==> config.mk <==
export PLATFORM = sky130hd
export DESIGN_NAME = l2_bank_initiator
export DESIGN_NICKNAME = d
export VERILOG_FILES = /design/src/rtl/l2_bank_pkg.sv /design/src/rtl/l2_resp_fifo.sv /design/src/rtl/l2_bank_initiator.sv
export SDC_FILE = /design/constraint.sdc
export NUM_CORES = 1
export LEC_CHECK = 0
export CORE_MARGIN = 2
export CORE_UTILIZATION = 46
export CTS_BUF_LIST = sky130_fd_sc_hd__clkbuf_16
export DETAILED_ROUTE_END_ITERATION = 10
export PLACE_DENSITY_LB_ADDON = 0.15
export SLEW_MARGIN = 20
export SYNTH_ARGS = -nofsm -noshare
export SYNTH_HDL_FRONTEND = slang
export SYNTH_HIERARCHICAL = 1
export SYNTH_SLANG_ARGS = --single-unit
==> constraint.sdc <==
create_clock -name clk_i -period 8.8 [get_ports clk_i]
set_input_delay 1.76 -clock clk_i [delete_from_list [all_inputs] [get_ports clk_i]]
set_output_delay 1.76 -clock clk_i [all_outputs]
set_load 0.01 [all_outputs]
==> src/rtl/l2_bank_pkg.sv <==
// rtl/l2_bank_pkg.sv - shared types and constants for the L2 bank initiator
package l2_bank_pkg;

    typedef enum logic {
        INIT = 1'b0,
        RUN  = 1'b1
    } init_state_e;

    localparam int unsigned RESP_DEPTH = 2;

    typedef struct packed {
        logic        is_write;
        logic [31:0] rdata;
    } resp_t;

    // Write responses carry no data back to the master
    function automatic logic [31:0] resp_data(input resp_t r);
        return r.is_write ? 32'h0 : r.rdata;
    endfunction

endpackage

==> src/rtl/l2_resp_fifo.sv <==
// rtl/l2_resp_fifo.sv - 2-entry registered response FIFO, head read straight from storage
module l2_resp_fifo
    import l2_bank_pkg::*;
(
    input  logic       clk_i,
    input  logic       rst_ni,
    input  logic       push_i,
    input  resp_t      data_i,
    input  logic       pop_i,
    output resp_t      data_o,
    output logic       full_o,
    output logic       empty_o,
    output logic [1:0] occ_o
);

    resp_t      mem_q [RESP_DEPTH];
    resp_t      mem_d [RESP_DEPTH];
    logic       wptr_q, wptr_d;
    logic       rptr_q, rptr_d;
    logic [1:0] occ_q, occ_d;
    logic       do_push;
    logic       do_pop;

    // Pointer/occupancy update; a push into a full FIFO is only taken alongside a pop,
    // in which case it lands in the slot being vacated this cycle
    always_comb begin
        do_pop  = pop_i & (occ_q != 2'd0);
        do_push = push_i & ((occ_q != 2'd2) | do_pop);
        mem_d   = mem_q;
        wptr_d  = wptr_q;
        rptr_d  = rptr_q;
        if (do_push) begin
            mem_d[wptr_q] = data_i;
            wptr_d        = ~wptr_q;
        end
        if (do_pop) begin
            rptr_d = ~rptr_q;
        end
        occ_d = occ_q + {1'b0, do_push} - {1'b0, do_pop};
    end

    // Storage and pointer registers
    always_ff @(posedge clk_i or negedge rst_ni) begin
        if (!rst_ni) begin
            mem_q  <= '{default: '0};
            wptr_q <= 1'b0;
            rptr_q <= 1'b0;
            occ_q  <= 2'd0;
        end else begin
            mem_q  <= mem_d;
            wptr_q <= wptr_d;
            rptr_q <= rptr_d;
            occ_q  <= occ_d;
        end
    end

    assign data_o  = mem_q[rptr_q];
    assign full_o  = (occ_q == 2'd2);
    assign empty_o = (occ_q == 2'd0);
    assign occ_o   = occ_q;

endmodule

==> src/rtl/l2_bank_initiator.sv <==
// rtl/l2_bank_initiator.sv - req/gnt master port to SRAM bank port bridge; L2_BANK_INIT_CLEAR_EN adds a zeroing sweep after reset
module l2_bank_initiator
    import l2_bank_pkg::*;
#(
    parameter int unsigned ADDR_WIDTH = 12,
    parameter int unsigned NB_BANKS   = 4
) (
    input  logic                  clk_i,
    input  logic                  rst_ni,
    input  logic                  req_i,
    output logic                  gnt_o,
    input  logic [31:0]           add_i,
    input  logic                  wen_i,
    input  logic [3:0]            be_i,
    input  logic [31:0]           wdata_i,
    output logic                  r_valid_o,
    input  logic                  r_ready_i,
    output logic [31:0]           r_rdata_o,
    output logic                  init_done_o,
    output logic                  mem_csn_o,
    output logic                  mem_wen_o,
    output logic [3:0]            mem_be_o,
    output logic [ADDR_WIDTH-1:0] mem_addr_o,
    output logic [31:0]           mem_wdata_o,
    input  logic [31:0]           mem_rdata_i
);

    // Byte offset plus bank-select bits sit below the bank word address
    localparam int unsigned ADDR_LSB = 2 + $clog2(NB_BANKS);

    init_state_e state_q, state_d;
    logic        inflight_q, inflight_d;
    logic        inflight_write_q, inflight_write_d;

`ifdef L2_BANK_INIT_CLEAR_EN
    logic [ADDR_WIDTH-1:0] cnt_q, cnt_d;
`endif

    resp_t                 push_data;
    resp_t                 head;
    logic                  fifo_empty;
    logic [1:0]            fifo_occ;
    logic                  pop;
    logic [2:0]            load;
    logic                  grant_ok;
    logic [ADDR_WIDTH-1:0] req_addr;
    logic                  unused_add;
    logic                  unused_full;

    assign req_addr   = add_i[ADDR_LSB +: ADDR_WIDTH];
    assign unused_add = ^add_i;

    // Responses are popped only when the master takes them
    assign pop = r_valid_o & r_ready_i;

    // Outstanding work after this cycle's pop; a new grant must keep it within the FIFO depth
    assign load     = {1'b0, fifo_occ} + {2'b00, inflight_q} - {2'b00, pop};
    assign grant_ok = (state_q == RUN) & (load < 3'd2);

    // Bank data is valid in the cycle after the grant; writes return zero
    assign push_data = '{is_write: inflight_write_q,
                         rdata:    (inflight_write_q ? 32'h0 : mem_rdata_i)};

    l2_resp_fifo u_resp_fifo (
        .clk_i   (clk_i),
        .rst_ni  (rst_ni),
        .push_i  (inflight_q),
        .data_i  (push_data),
        .pop_i   (pop),
        .data_o  (head),
        .full_o  (unused_full),
        .empty_o (fifo_empty),
        .occ_o   (fifo_occ)
    );

    assign r_valid_o   = ~fifo_empty;
    assign r_rdata_o   = r_valid_o ? resp_data(head) : 32'h0;
    assign init_done_o = (state_q == RUN);

    // State, sweep counter and inflight registers
    always_ff @(posedge clk_i or negedge rst_ni) begin
        if (!rst_ni) begin
            state_q          <= INIT;
            inflight_q       <= 1'b0;
            inflight_write_q <= 1'b0;
`ifdef L2_BANK_INIT_CLEAR_EN
            cnt_q            <= '0;
`endif
        end else begin
            state_q          <= state_d;
            inflight_q       <= inflight_d;
            inflight_write_q <= inflight_write_d;
`ifdef L2_BANK_INIT_CLEAR_EN
            cnt_q            <= cnt_d;
`endif
        end
    end

    // Next state: INIT ends after one cycle, or after the last sweep address when clearing
    always_comb begin
        state_d = state_q;
`ifdef L2_BANK_INIT_CLEAR_EN
        cnt_d = cnt_q;
        if (state_q == INIT) begin
            cnt_d = cnt_q + ADDR_WIDTH'(1);
            if (&cnt_q) begin
                state_d = RUN;
            end
        end
`else
        if (state_q == INIT) begin
            state_d = RUN;
        end
`endif
    end

    // A grant marks the next cycle as carrying a bank response, remembering read/write
    always_comb begin
        inflight_d       = gnt_o;
        inflight_write_d = gnt_o & ~wen_i;
    end

    // Bank port and grant: forward a granted request, otherwise idle (or sweep in INIT)
    always_comb begin
        gnt_o       = 1'b0;
        mem_csn_o   = 1'b1;
        mem_wen_o   = 1'b1;
        mem_be_o    = 4'h0;
        mem_addr_o  = '0;
        mem_wdata_o = 32'h0;
        if (state_q == RUN) begin
            if (req_i && grant_ok) begin
                gnt_o       = 1'b1;
                mem_csn_o   = 1'b0;
                mem_wen_o   = wen_i;
                mem_be_o    = wen_i ? 4'hF : be_i;
                mem_addr_o  = req_addr;
                mem_wdata_o = wdata_i;
            end
        end
`ifdef L2_BANK_INIT_CLEAR_EN
        else if (rst_ni) begin
            mem_csn_o   = 1'b0;
            mem_wen_o   = 1'b0;
            mem_be_o    = 4'hF;
            mem_addr_o  = cnt_q;
            mem_wdata_o = 32'h0;
        end
`endif
    end

endmodule

# Word level (Yosys, flattened, before mapping)
# Index checks and enable logic that the tools add are counted.
# op_classes
eq_ne,1
bitwise,12
order_cmp,4
mux,22
n_reduce_logical,4
addsub,4
# ops
operator,count
32-bit 2-to-1 mux,5
33-bit 2-to-1 mux,4
66-bit bitwise mux,1
33-bit demux with 1-bit select,1
12-bit 2-to-1 mux,2
4-bit 2-to-1 mux,3
1-bit 2-to-1 mux,6
1-bit AND,5
"2-bit >= comparator, second input constant",2
1-bit inverter,4
1-bit inverter with 2-bit output,2
2-bit by 1-bit adder with 3-bit output,1
"3-bit by 2-bit less-than comparator with 1-bit output, second input constant",1
3-bit by 1-bit subtractor with 3-bit output,1
2-bit by 1-bit adder with 2-bit output,1
1-bit logical AND,2
2-bit zero test,1
"2-bit by 1-bit less-than comparator with 1-bit output, second input constant",1
"2-bit inequality test, second input constant",1
2-bit nonzero test,1
2-bit by 1-bit subtractor with 2-bit output,1
1-bit OR,1
# totals
inputBits,105
elab_cells,57
reg_bits,73

# Depth between registers and ports, before layout
# logic_depth
depth_word,10
depth_mapped,9
mapped_depth_nobuf,9

# By module
# Netlist, hierarchy kept.
# modules_own_cells
mod,seq_area_each_um2,cells_per_inst,instances,area_per_inst_um2
l2_resp_fifo,1751.7,194,1,3316.9
l2_bank_initiator,75.1,150,1,970.9

# Worst setup path after synthesis
# OpenSTA, ideal clock, no wires.
# synth_path
path_kind,in2out
startpoint,input port r_ready_i
endpoint,output port mem_addr_o[10]
cell_stages,8
required_ps,7040
arrival_time_ps,3604
path_slack_ps,3436
path_cell_list,nor2b_1 > ha_1 > nand2b_1 > fa_1 > and3_1 > buf_2 > clkbuf_1 > and3_1
# synth_via
elab_chain_cells,7
# synth_lines
item,line_no,source
"start, declared",l2_bank_initiator.sv:17,"input logic r_ready_i,"
1-bit AND,l2_bank_initiator.sv:54,assign pop = r_valid_o & r_ready_i;
3-bit by 1-bit subtractor with 3-bit output,l2_bank_initiator.sv:57,"assign load = {1'b0, fifo_occ} + {2'b00, inflight_q} - {2'b00, pop};"
3-bit by 2-bit less-than comparator with 1-bit output,l2_bank_initiator.sv:58,assign grant_ok = (state_q == RUN) & (load < 3'd2);
1-bit AND,l2_bank_initiator.sv:58,
1-bit logical AND,l2_bank_initiator.sv:132,if (req_i && grant_ok) begin
12-bit 2-to-1 mux,l2_bank_initiator.sv:132,
12-bit 2-to-1 mux,l2_bank_initiator.sv:131,if (state_q == RUN) begin
"end, declared",l2_bank_initiator.sv:23,"output logic [ADDR_WIDTH-1:0] mem_addr_o,"
# No other way between the ends.

# Worst setup path in the final report
# layout_path
startpoint,input port r_ready_i
endpoint,output port mem_addr_o[2]
# layout_via
elab_chain_cells,7
# layout_lines
item,line_no,source
1-bit AND,l2_bank_initiator.sv:54,
named net pop,l2_bank_initiator.sv:43,logic pop;
3-bit by 1-bit subtractor with 3-bit output,l2_bank_initiator.sv:57,
3-bit by 2-bit less-than comparator with 1-bit output,l2_bank_initiator.sv:58,
1-bit AND,l2_bank_initiator.sv:58,
1-bit logical AND,l2_bank_initiator.sv:132,
12-bit 2-to-1 mux,l2_bank_initiator.sv:132,
12-bit 2-to-1 mux,l2_bank_initiator.sv:131,
# The timed path passes the listed nets, and every way through them passes these cells.

==> out/metrics.yaml <==
route:
  first_pass_iters: 4
  ant_nets: 0
  drt-initial-drc-count: 75
  viasPerCell: 5.01
  wirelength_mm: 10.4
  drcViolationCount: 0
  num_vias: 3100
  routedWlPerCell_um: 16.7
pwr:
  intPower_mw: 1.46
  swShare_pct: 32.4
  switchingPower_mw: 0.702
  pwr-share-comb_pct: 54.3
  leakage_nw: 2.79
  total_power_mw: 2.16
  clkPwrFrac_pct: 16.4
  ir_drop_mv: 0.181
  seqPwrFrac_pct: 29.2
  power_density_mw_per_mm2: 343
setup_path:
  crit_start: "r_ready_i"
  required_ps: 7040
  worst-path-stages: 8
  worstPathCellList: "clkdlybuf4s50_1, nor2b_1, ha_1, nand2b_1, fa_1, and3_2, and3_2, clkdlybuf4s50_1"
  path_buf_inv: 2
  worst-r2r-setup-slack_ps: 5810
  r2r_cells: 6
  crit_type: "in2out"
  max_stage_delay_ps: 540
  cp_top_family: "simple AND/OR/NAND/NOR gates"
  cp.arrival_ps: 4830
  crit_path_end_kind: "output port"
  crit_end: "mem_addr_o[2]"
  start_kind: "input port"
  slowest_stage: "and3_2"
  reg2reg_to: "u_resp_fifo/mem_q[64]"
  rr_startpoint: "u_resp_fifo/occ_o[1]"
  crit_path_max_fanout: 45
run:
  max_cap_violations: 0
final_layout:
  post-route-cell-area_sq_mm: 0.00630
  layout_common_cells: "168 x clkdlybuf4s50_1, 72 x dfrtp_1, 60 x mux2_4"
  stdcell_count: 619
  final_common_cell: "clkdlybuf4s50_1"
  syn2layout_area_growth_pct: 47.1
  diodes: 0
  layout.nets: 612
  drive_above_1_share_pct: 26.0
placed_design:
  place_area_sq_mm: 0.00600
  io_buffers: 169
  dp_hpwl_mm: 7.13
  gp_congestion: 0.766
  dp.cells: 603
global_routing:
  track_usage_pct: 20.9
  grt_pass1_vias: 3186
  grt_pass1_wl_mm: 16.3
  gr-total-overflow: 0
  grt_start_max_net_pins: 74
  antenna_found_initial: 0
yosys:
  yosysWarnings: 6
  post_synth.cell_area_avg_sq_um: 12.5
  syn-num-nets: 452
  syn_inst: 343
  syn_area_sq_mm: 0.00428
timing:
  setup_tns_ps: 0
  timing.fmax_mhz: 152
  finalSetupViolations: 0
  hold_ws_ps: 501
  relSlewSlack_pct: 26.9
  rsz0062_at_grt: "false"
  skew_ps: 5.81
  period_share_pct: 74.9
  finalHoldViolCount: 0
  drv_slew: 0
  min_period_ps: 6590
  worstMarginPinSlew_ps: 1100
run_status:
  outcome: "completed"
cts:
  cts_tree: "built"
  cts_root_buf: "clkbuf_16"
  clk_pin_slew_worst_paths_ps: 60
  post_cts_buffers: 0
  numCtsBuffers: 9
  htreeDepth: 3
  clockBufferDepth: 2
  clock_latency_ps: 320
  hold_buffers: 0
  cts_sinks: 73
  postCtsResizedCells: 0
floorplan:
  dieArea_sq_mm: 0.0101
  die_h_um: 100
  coreArea_sq_mm: 0.00915
  die_w_um: 100
  start_util_pct: 46.8
  pin_count: 190
  row_count: 35
hold_path:
  min_path_cells: 1
  hold_class: "reg2reg"
==> worst min path at each step <==
| stage | slack (ps) | endpoint | from |
|---|---|---|---|
| floorplan | 470 | u_resp_fifo/mem_q[0] | u_resp_fifo/mem_q[0] |
| global placement | 490 | u_resp_fifo/mem_q[2] | u_resp_fifo/mem_q[2] |
| detailed placement | 490 | u_resp_fifo/mem_q[13] | u_resp_fifo/mem_q[13] |
| CTS | 510 | u_resp_fifo/mem_q[32] | u_resp_fifo/mem_q[32] |
| global route | 520 | u_resp_fifo/mem_q[39] | u_resp_fifo/mem_q[39] |
| finish | 500 | u_resp_fifo/mem_q[32] | u_resp_fifo/mem_q[32] |
==> metrics by stage <==
| stage | setup slack (ps) | utilization, % |
|---|---|---|
| 2_1_floorplan | 3440 | - |
| 3_3_place_gp | 1940 | 65.6 |
| 3_5_place_dp | 1880 | 65.6 |
| 4_1_cts | 1860 | 68.8 |
| 5_1_grt | 2030 | 68.8 |
| 6_report | 2210 | 68.8 |
==> state kept, by name, summed over array words and instances (netlist names) <==
signal	count
u_resp_fifo/wptr_q	1
u_resp_fifo/occ_o	2
inflight_write_q	1
u_resp_fifo/mem_q	66
init_done_o	1
u_resp_fifo/rptr_q	1
inflight_q	1
==> worst reg2reg max path: cells and delay by family, from the launching register on <==
kind          cells  cell delay (ps)
buf+inv           1              510
flops             1              510
mux               1              380
simple gates      4             1480
==> routing by layer <==
layer / track usage, % / part of all wire, % / vias to the layer above
met5: 0 / 0 / -
met4: 5.69 / 0.59 / 0
met3: 3.88 / 5.0 / 4
met2: 39.4 / 53 / 93
met1: 24.1 / 42 / 1515
li1: - / - / 1488
==> power by group through the flow <==
stage                     sequential (mW)  combinational, mW  clock, mW
after floorplan                     0.567              0.780          0
after global placement              0.626               1.17          0
after detailed placement            0.632               1.18          0
after CTS                           0.633               1.19      0.363
after global routing                0.657               1.27      0.378
final                               0.632               1.18      0.355
==> final cells by class <==
type	instances	area [sq um]
Multi-Input combinational cell	242	2300
Clock inverter	7	70.1
Clock buffer	9	225
Sequential cell	73	1830
Fill cell	674	2860
Timing Repair Buffer	174	1730
Inverter	3	11.3
Tap cell	111	139
Power figures use the tool's default switching activity.
